File: src/rtl/multicycle_ctrl_if.sv
// Control bundle between the multi-cycle sequencer and the core datapath/memory.
// The sequencer is the master; the datapath side is the slave.
interface multicycle_ctrl_if;
  logic [6:0] opcode;
  logic [2:0] funct3;
  logic       funct7b5;
  logic       alu_zero;
  logic       alu_lt;
  logic       mem_ready;

  logic       ir_write;
  logic       pc_write;
  logic [1:0] pc_sel;
  logic       mem_req;
  logic       mem_we;
  logic       addr_sel;
  logic       alu_src_b;
  logic [3:0] alu_ctrl;
  logic       reg_write;
  logic [1:0] wb_sel;
  logic       retire;
  logic       illegal;
  logic [2:0] state_o;

  modport master (
    input  opcode, funct3, funct7b5, alu_zero, alu_lt, mem_ready,
    output ir_write, pc_write, pc_sel, mem_req, mem_we, addr_sel,
           alu_src_b, alu_ctrl, reg_write, wb_sel, retire, illegal, state_o
  );

  modport slave (
    output opcode, funct3, funct7b5, alu_zero, alu_lt, mem_ready,
    input  ir_write, pc_write, pc_sel, mem_req, mem_we, addr_sel,
           alu_src_b, alu_ctrl, reg_write, wb_sel, retire, illegal, state_o
  );
endinterface

File: src/rtl/multicycle_ctrl.sv
// Multi-cycle control FSM: fetch, decode, execute, memory access and write-back,
// with a req/ready memory handshake guarded by a stall timeout (TIMEOUT in 2..65535).
module multicycle_ctrl #(
  parameter int unsigned TIMEOUT = 255
) (
  input logic              clk,
  input logic              rst,
  multicycle_ctrl_if.master bus
);

  localparam int unsigned CNT_W = 16;

  localparam logic [6:0] OP_R    = 7'b0110011;
  localparam logic [6:0] OP_I    = 7'b0010011;
  localparam logic [6:0] OP_LD   = 7'b0000011;
  localparam logic [6:0] OP_ST   = 7'b0100011;
  localparam logic [6:0] OP_BR   = 7'b1100011;
  localparam logic [6:0] OP_JALR = 7'b1100111;

  localparam logic [3:0] ALU_ADD = 4'd0;
  localparam logic [3:0] ALU_SUB = 4'd1;
  localparam logic [3:0] ALU_AND = 4'd2;
  localparam logic [3:0] ALU_OR  = 4'd3;
  localparam logic [3:0] ALU_XOR = 4'd4;
  localparam logic [3:0] ALU_SLL = 4'd5;
  localparam logic [3:0] ALU_SRL = 4'd6;
  localparam logic [3:0] ALU_SRA = 4'd7;
  localparam logic [3:0] ALU_SLT = 4'd8;

  localparam logic [1:0] PC_PLUS4  = 2'd0;
  localparam logic [1:0] PC_JALR   = 2'd1;
  localparam logic [1:0] PC_BRANCH = 2'd2;

  localparam logic [1:0] WB_ALU = 2'd0;
  localparam logic [1:0] WB_MEM = 2'd1;
  localparam logic [1:0] WB_PC4 = 2'd2;

  typedef enum logic [2:0] {
    ST_FETCH  = 3'd0,
    ST_DECODE = 3'd1,
    ST_EXEC   = 3'd2,
    ST_MEM    = 3'd3,
    ST_WB     = 3'd4,
    ST_TRAP   = 3'd7
  } state_e;

  state_e             state_q, state_d;
  logic [CNT_W-1:0]   tmo_cnt_q, tmo_cnt_d;

  logic       ir_write_c, pc_write_c, mem_req_c, mem_we_c, addr_sel_c;
  logic       alu_src_b_c, reg_write_c, retire_c, illegal_c;
  logic [1:0] pc_sel_c, wb_sel_c;
  logic [3:0] alu_ctrl_c;

  // Instruction class straight from the IR opcode field
  logic is_r, is_i, is_ld, is_st, is_br, is_jalr, op_ok;
  assign is_r    = (bus.opcode == OP_R);
  assign is_i    = (bus.opcode == OP_I);
  assign is_ld   = (bus.opcode == OP_LD);
  assign is_st   = (bus.opcode == OP_ST);
  assign is_br   = (bus.opcode == OP_BR);
  assign is_jalr = (bus.opcode == OP_JALR);
  assign op_ok   = is_r | is_i | is_ld | is_st | is_br | is_jalr;

  // ALU operation for register/immediate arithmetic; SUB exists only in R form
  logic [3:0] alu_op;
  logic       alu_ok;
  always_comb begin
    alu_op = ALU_ADD;
    alu_ok = 1'b1;
    case (bus.funct3)
      3'b000:  alu_op = (is_r && bus.funct7b5) ? ALU_SUB : ALU_ADD;
      3'b111:  alu_op = ALU_AND;
      3'b110:  alu_op = ALU_OR;
      3'b100:  alu_op = ALU_XOR;
      3'b001:  alu_op = ALU_SLL;
      3'b101:  alu_op = bus.funct7b5 ? ALU_SRA : ALU_SRL;
      3'b010:  alu_op = ALU_SLT;
      default: alu_ok = 1'b0;
    endcase
  end

  // Branch condition from the SUB flags of rs1 - rs2
  logic br_f3_ok, br_taken;
  always_comb begin
    br_f3_ok = 1'b1;
    br_taken = 1'b0;
    case (bus.funct3)
      3'b000:  br_taken = bus.alu_zero;
      3'b001:  br_taken = ~bus.alu_zero;
      3'b100:  br_taken = bus.alu_lt;
      3'b101:  br_taken = ~bus.alu_lt;
      default: br_f3_ok = 1'b0;
    endcase
  end

  always_ff @(posedge clk) begin
    if (!rst) begin
      state_q   <= ST_FETCH;
      tmo_cnt_q <= '0;
    end else begin
      state_q   <= state_d;
      tmo_cnt_q <= tmo_cnt_d;
    end
  end

  always_comb begin
    state_d     = state_q;
    tmo_cnt_d   = tmo_cnt_q;
    ir_write_c  = 1'b0;
    pc_write_c  = 1'b0;
    pc_sel_c    = PC_PLUS4;
    mem_req_c   = 1'b0;
    mem_we_c    = 1'b0;
    addr_sel_c  = 1'b0;
    alu_src_b_c = 1'b0;
    alu_ctrl_c  = ALU_ADD;
    reg_write_c = 1'b0;
    wb_sel_c    = WB_ALU;
    retire_c    = 1'b0;
    illegal_c   = 1'b0;

    case (state_q)
      ST_FETCH: begin
        mem_req_c = 1'b1;
        if (bus.mem_ready) begin
          ir_write_c = 1'b1;
          state_d    = ST_DECODE;
        end
      end

      ST_DECODE: begin
        if (!op_ok || (is_br && !br_f3_ok)) state_d = ST_TRAP;
        else                                state_d = ST_EXEC;
      end

      ST_EXEC: begin
        if (is_r || is_i) begin
          if (alu_ok) begin
            alu_ctrl_c  = alu_op;
            alu_src_b_c = is_i;
            state_d     = ST_WB;
          end else begin
            state_d = ST_TRAP;
          end
        end else if (is_ld || is_st) begin
          alu_src_b_c = 1'b1;
          state_d     = ST_MEM;
        end else if (is_jalr) begin
          alu_src_b_c = 1'b1;
          state_d     = ST_WB;
        end else if (is_br) begin
          alu_ctrl_c = ALU_SUB;
          pc_write_c = 1'b1;
          retire_c   = 1'b1;
          pc_sel_c   = br_taken ? PC_BRANCH : PC_PLUS4;
          state_d    = ST_FETCH;
        end else begin
          state_d = ST_TRAP;
        end
      end

      // Address stays on the ALU result with EXEC controls held for the whole handshake
      ST_MEM: begin
        mem_req_c   = 1'b1;
        addr_sel_c  = 1'b1;
        mem_we_c    = is_st;
        alu_src_b_c = 1'b1;
        if (bus.mem_ready) begin
          if (is_st) begin
            pc_write_c = 1'b1;
            retire_c   = 1'b1;
            state_d    = ST_FETCH;
          end else begin
            state_d = ST_WB;
          end
        end
      end

      ST_WB: begin
        reg_write_c = 1'b1;
        pc_write_c  = 1'b1;
        retire_c    = 1'b1;
        state_d     = ST_FETCH;
        if (is_ld) begin
          wb_sel_c = WB_MEM;
        end else if (is_jalr) begin
          wb_sel_c    = WB_PC4;
          pc_sel_c    = PC_JALR;
          alu_src_b_c = 1'b1;
        end
      end

      ST_TRAP: illegal_c = 1'b1;

      default: state_d = ST_TRAP;
    endcase

    // Stall watchdog: a ready arriving in the last allowed cycle still completes
    if (mem_req_c && !bus.mem_ready && (tmo_cnt_q == CNT_W'(TIMEOUT - 1))) begin
      state_d = ST_TRAP;
    end

    if ((state_d != state_q) || bus.mem_ready) begin
      tmo_cnt_d = '0;
    end else if (mem_req_c) begin
      tmo_cnt_d = tmo_cnt_q + CNT_W'(1);
    end
  end

  // Reset masks every control so an aborted instruction cannot commit
  assign bus.ir_write  = rst & ir_write_c;
  assign bus.pc_write  = rst & pc_write_c;
  assign bus.pc_sel    = rst ? pc_sel_c : 2'd0;
  assign bus.mem_req   = rst & mem_req_c;
  assign bus.mem_we    = rst & mem_we_c;
  assign bus.addr_sel  = rst & addr_sel_c;
  assign bus.alu_src_b = rst & alu_src_b_c;
  assign bus.alu_ctrl  = rst ? alu_ctrl_c : 4'd0;
  assign bus.reg_write = rst & reg_write_c;
  assign bus.wb_sel    = rst ? wb_sel_c : 2'd0;
  assign bus.retire    = rst & retire_c;
  assign bus.illegal   = rst & illegal_c;
  assign bus.state_o   = rst ? 3'(state_q) : 3'd0;

endmodule

File: src/flat_wrapper.sv
// flat-port wrapper written by rule: the top's interface ports become plain ports
module multicycle_ctrl_flat 
#(
  parameter int unsigned TIMEOUT = 255
)
  (clk, rst, bus_opcode, bus_funct3, bus_funct7b5, bus_alu_zero, bus_alu_lt, bus_mem_ready, bus_ir_write, bus_pc_write, bus_pc_sel, bus_mem_req, bus_mem_we, bus_addr_sel, bus_alu_src_b, bus_alu_ctrl, bus_reg_write, bus_wb_sel, bus_retire, bus_illegal, bus_state_o);
  multicycle_ctrl_if bus_i ();
  input logic clk;
  input logic rst;
  input wire logic [$bits(bus_i.opcode)-1:0] bus_opcode;
  input wire logic [$bits(bus_i.funct3)-1:0] bus_funct3;
  input wire logic [$bits(bus_i.funct7b5)-1:0] bus_funct7b5;
  input wire logic [$bits(bus_i.alu_zero)-1:0] bus_alu_zero;
  input wire logic [$bits(bus_i.alu_lt)-1:0] bus_alu_lt;
  input wire logic [$bits(bus_i.mem_ready)-1:0] bus_mem_ready;
  output wire logic [$bits(bus_i.ir_write)-1:0] bus_ir_write;
  output wire logic [$bits(bus_i.pc_write)-1:0] bus_pc_write;
  output wire logic [$bits(bus_i.pc_sel)-1:0] bus_pc_sel;
  output wire logic [$bits(bus_i.mem_req)-1:0] bus_mem_req;
  output wire logic [$bits(bus_i.mem_we)-1:0] bus_mem_we;
  output wire logic [$bits(bus_i.addr_sel)-1:0] bus_addr_sel;
  output wire logic [$bits(bus_i.alu_src_b)-1:0] bus_alu_src_b;
  output wire logic [$bits(bus_i.alu_ctrl)-1:0] bus_alu_ctrl;
  output wire logic [$bits(bus_i.reg_write)-1:0] bus_reg_write;
  output wire logic [$bits(bus_i.wb_sel)-1:0] bus_wb_sel;
  output wire logic [$bits(bus_i.retire)-1:0] bus_retire;
  output wire logic [$bits(bus_i.illegal)-1:0] bus_illegal;
  output wire logic [$bits(bus_i.state_o)-1:0] bus_state_o;
  assign bus_i.opcode = bus_opcode;
  assign bus_i.funct3 = bus_funct3;
  assign bus_i.funct7b5 = bus_funct7b5;
  assign bus_i.alu_zero = bus_alu_zero;
  assign bus_i.alu_lt = bus_alu_lt;
  assign bus_i.mem_ready = bus_mem_ready;
  assign bus_ir_write = bus_i.ir_write;
  assign bus_pc_write = bus_i.pc_write;
  assign bus_pc_sel = bus_i.pc_sel;
  assign bus_mem_req = bus_i.mem_req;
  assign bus_mem_we = bus_i.mem_we;
  assign bus_addr_sel = bus_i.addr_sel;
  assign bus_alu_src_b = bus_i.alu_src_b;
  assign bus_alu_ctrl = bus_i.alu_ctrl;
  assign bus_reg_write = bus_i.reg_write;
  assign bus_wb_sel = bus_i.wb_sel;
  assign bus_retire = bus_i.retire;
  assign bus_illegal = bus_i.illegal;
  assign bus_state_o = bus_i.state_o;
  multicycle_ctrl #(.TIMEOUT(TIMEOUT)) u_core (.clk(clk), .rst(rst), .bus(bus_i));
endmodule
File: config.mk
export PLATFORM = sky130hd
export DESIGN_NAME = multicycle_ctrl_flat
export DESIGN_NICKNAME = d
export VERILOG_FILES = /design/src/rtl/multicycle_ctrl_if.sv /design/src/rtl/multicycle_ctrl.sv /design/src/flat_wrapper.sv
export SDC_FILE = /design/constraint.sdc
export NUM_CORES = 1
export LEC_CHECK = 0
export ABC_AREA = 1
export BUFFER_PORTS_ARGS = -buffer_cell sky130_fd_sc_hd__buf_2
export CAP_MARGIN = 20
export CORE_UTILIZATION = 23
export DETAILED_ROUTE_END_ITERATION = 10
export PLACE_DENSITY = 0.48
export RECOVER_POWER = 25
export SLEW_MARGIN = 15
export SYNTH_ARGS = -nofsm -noshare
export SYNTH_HDL_FRONTEND = slang
export SYNTH_SLANG_ARGS = --single-unit
export TNS_END_PERCENT = 30
File: constraint.sdc
create_clock -name clk -period 4.5 [get_ports clk]
set_clock_uncertainty 0.1 [all_clocks]
set_input_delay 0.9 -clock clk [delete_from_list [all_inputs] [get_ports clk]]
set_output_delay 0.9 -clock clk [all_outputs]
set_load 0.01 [all_outputs]
==> PnR_summary.wiki <==
{| class="wikitable"
! Metric !! Value
|-
| Signal arrival time at the worst endpoint || 3.16 ns
|-
| Count of final max-slew check failures || 0
|-
| Maximum achievable frequency || 316.9 MHz
|-
| Actual slew at the worst max-slew pin || 1.147 ns
|-
| Final setup viols || 0
|-
| Setup tns final || 0 ns
|-
| Final hold violations || 0
|-
| Clock tree root buffer cell || sky130_fd_sc_hd__clkbuf_8
|-
| Starting utilization of the core area || 23.74%
|-
| Number of violations of the max-capacitance limit || 0
|-
| Cells along the critical path || buf_2 > inv_1 > nand2_1 > nor2_1 > nand2_1 > nand3_1 > nor2_1 > nor2_1 > nand3_1 > nand2_1 > nor2_4 > nand2_1 > nor2_1
|-
| Via-to-Cell Ratio || 4.287
|-
| Routability cong. || 0.8082
|-
| Inst Count DP || 359
|-
| Req. time, crit path || 4.50 ns
|-
| Die span in y || 85.51 microns
|-
| Total wire length || 3685 microns
|-
| Largest fanout on the critical path || 16
|-
| Quantity of I/O buffers inserted on ports || 35
|-
| Max_slew headroom || 23.35%
|-
| Post-CTS Setup Bufs || 0
|-
| Maximum buffer depth of the clock tree || 2
|-
| Fin area || 1873 sq um
|-
| Synthesis Warnings || 0
|-
| Power Density || 366.8 nW/um^2
|-
| Total vias in the final route || 1,556
|-
| Worst hold margin || 0.4396 ns
|-
| Boundary Pins || 36
|-
| DRC || 0
|-
| Worst Setup End Kind || flip-flop
|-
| Mean post-synth cell area || 6.494 sq um
|-
| Synth Net Count || 265
|-
| Antenna violations before repair || 0
|-
| CTS tree || built
|-
| Fraction of layout instances using a drive strength above 1 || 24.73%
|-
| Die width || 85.51 microns
|-
| HPWL after DPL || 3023 microns
|-
| CTS clock-pin slew for the worst setup and hold paths || 0.07 ns
|-
| H-tree lvl count || 1
|-
| Total track usage || 10.32%
|-
| Mapped Area || 1604 sq um
|-
| Highest cell delay on the worst timing path || 0.82 ns
|-
| Pre-CTS setup slack || 1.427 ns
|-
| Wire length of the first global-routing pass || 6182 microns
|-
| Worst IR drop on VDD || 0.1519 mV
|-
| Highest-count cells in the layout ignoring fill and taps || 47 x sky130_fd_sc_hd__nand2_1, 46 x sky130_fd_sc_hd__nor2_1, 30 x sky130_fd_sc_hd__inv_1, 30 x sky130_fd_sc_hd__buf_2, 19 x sky130_fd_sc_hd__dfxtp_1
|-
| First-pass iteration count of the detailed router || 4
|-
| Via count of the first global-routing pass || 1,411
|-
| Number of standard cells in the final layout excluding fillers || 363
|-
| Start-to-end type of the worst setup path || input pin to flip-flop
|-
| Detailed-route wire length per cell || 10.15 microns
|-
| Total core area || 6756 sq um
|-
| Count of cells resized by post-cts repair || 0
|-
| Drt initial violations || 89
|-
| Final core utilization || 27.72%
|-
| Pin count of the biggest net entering global routing || 17
|-
| Slowest CP cell || sky130_fd_sc_hd__nand2_1
|-
| Floorplan die area || 7312 sq um
|-
| Net count, final || 302
|-
| Layout area overhead || 16.77%
|-
| Antenna cell count || 0
|-
| Grt ovf || 0
|-
| Number of instances in the synthesized netlist || 247
|-
| Hold crit path type || flip-flop to flip-flop
|-
| TritonCTS Buffers || 3
|-
| Cts hold-fix bufs || 0
|-
| Filler Cell Count || 792
|-
| Final worst setup slack || 1.344 ns
|-
| Leakage Power || 0.8357 nW
|-
| Instance area at placement || 1848 sq um
|-
| Number of distinct library cell variants in the gate-level netlist after synthesis || 28
|-
| Final Critical Period || 3.156 ns
|-
| Skew-Pair Late Insertion Delay || 0.26 ns
|-
| Result of the run || complete, no violations
|-
| Leading cell type in the layout, fill and taps excluded || sky130_fd_sc_hd__nand2_1
|-
| Remaining antenna violation count after routing || 0
|-
| Period utilisation layout || 70.13%
|-
| Flip-flop and latch count after synthesis || 19
|-
| Post-route total power || 687.1 uW
|-
| Register area share after synthesis || 23.71%
|-
| Unrepaired setup endpoints after global routing || no
|-
| Type of element launching the critical path || input pin
|-
| Count of standard-cell rows || 30
|-
| Clock sinks || 19
|}
## flip-flops by register name, indices dropped and copies added (netlist names)
signal / flops
u_core.state_q: 3
u_core.tmo_cnt_q: 16
## cell type report
cell class                 count  area (sq um)  area share, %
timing repair buffer          35         168.9          9.018
multi-input combinational    183          1016          54.24
sequential                    19         380.4          20.31
inverter                      42         158.9          8.484
tap                           80         100.1          5.344
clock buffer                   3         41.29          2.204
clock inverter                 1         7.507         0.4008
## kinds of logic after synthesis
family	count (synthesis)	synth area share [%]
adders and majority gates	2	1.560
AOI/OAI and AO/OA	15	5.226
DFF	19	23.71
xor gates and xnor gates	15	8.191
and+or+nand+nor	151	49.46
buffers and inverters	45	11.86
## critical path, delay by kind of cell
family	cells	cell delay (ns)
AND/OR/NAND/NOR	11	2.08
buffers and inverters	2	0.16
## routing by layer
| layer | part of all wire [%] | vias to the layer above | wire, microns | global-route usage [%] |
|---|---|---|---|---|
| met1 | 47 | 687 | 1718 | 12.85 |
| met5 | 0 | - | 0 | 0 |
| met3 | 3.2 | 4 | 118 | 2.695 |
| met2 | 49 | 21 | 1817 | 18.11 |
| met4 | 0.81 | 0 | 30 | 1.818 |
| li1 | - | 844 | - | - |
## final timing paths
| path | start | slack, ns | endpoint | depth (start not counted) |
|---|---|---|---|---|
| min reg2reg | u_core.tmo_cnt_q[7] | 0.44 | u_core.tmo_cnt_q[7] | 2 |
| max | bus_opcode[3] | 1.34 | u_core.tmo_cnt_q[3] | 13 |
| max reg2reg | u_core.tmo_cnt_q[0] | 1.89 | u_core.tmo_cnt_q[3] | 15 |
| min | u_core.tmo_cnt_q[7] | 0.44 | u_core.tmo_cnt_q[7] | 2 |
## report_power, final
group	total (mW)	switching, mW	internal (mW)
clock	0.124	0.0619	0.0625
combinational	0.358	0.245	0.113
sequential	0.205	0.0243	0.181
## cell usage after synthesis (all sizes together)
master | instances | area [sq um]
ha | 2 | 25.02
nand3 | 20 | 117.6
a211oi | 2 | 15.01
a31oi | 1 | 6.260
o211ai | 1 | 7.510
xnor2 | 6 | 52.55
nor3 | 7 | 40.04
o21ai | 7 | 35.03
clkbuf | 1 | 3.750
nand4 | 8 | 50.05
xor2 | 9 | 78.83
nand2 | 55 | 244.0
nor2 | 59 | 329.1
clkinv | 1 | 5.000
dfxtp | 19 | 380.4
inv | 41 | 153.9
a21oi | 4 | 20.02
buf | 2 | 27.53
nor4 | 2 | 12.51
No activity file was read; power rests on OpenSTA's default activity.
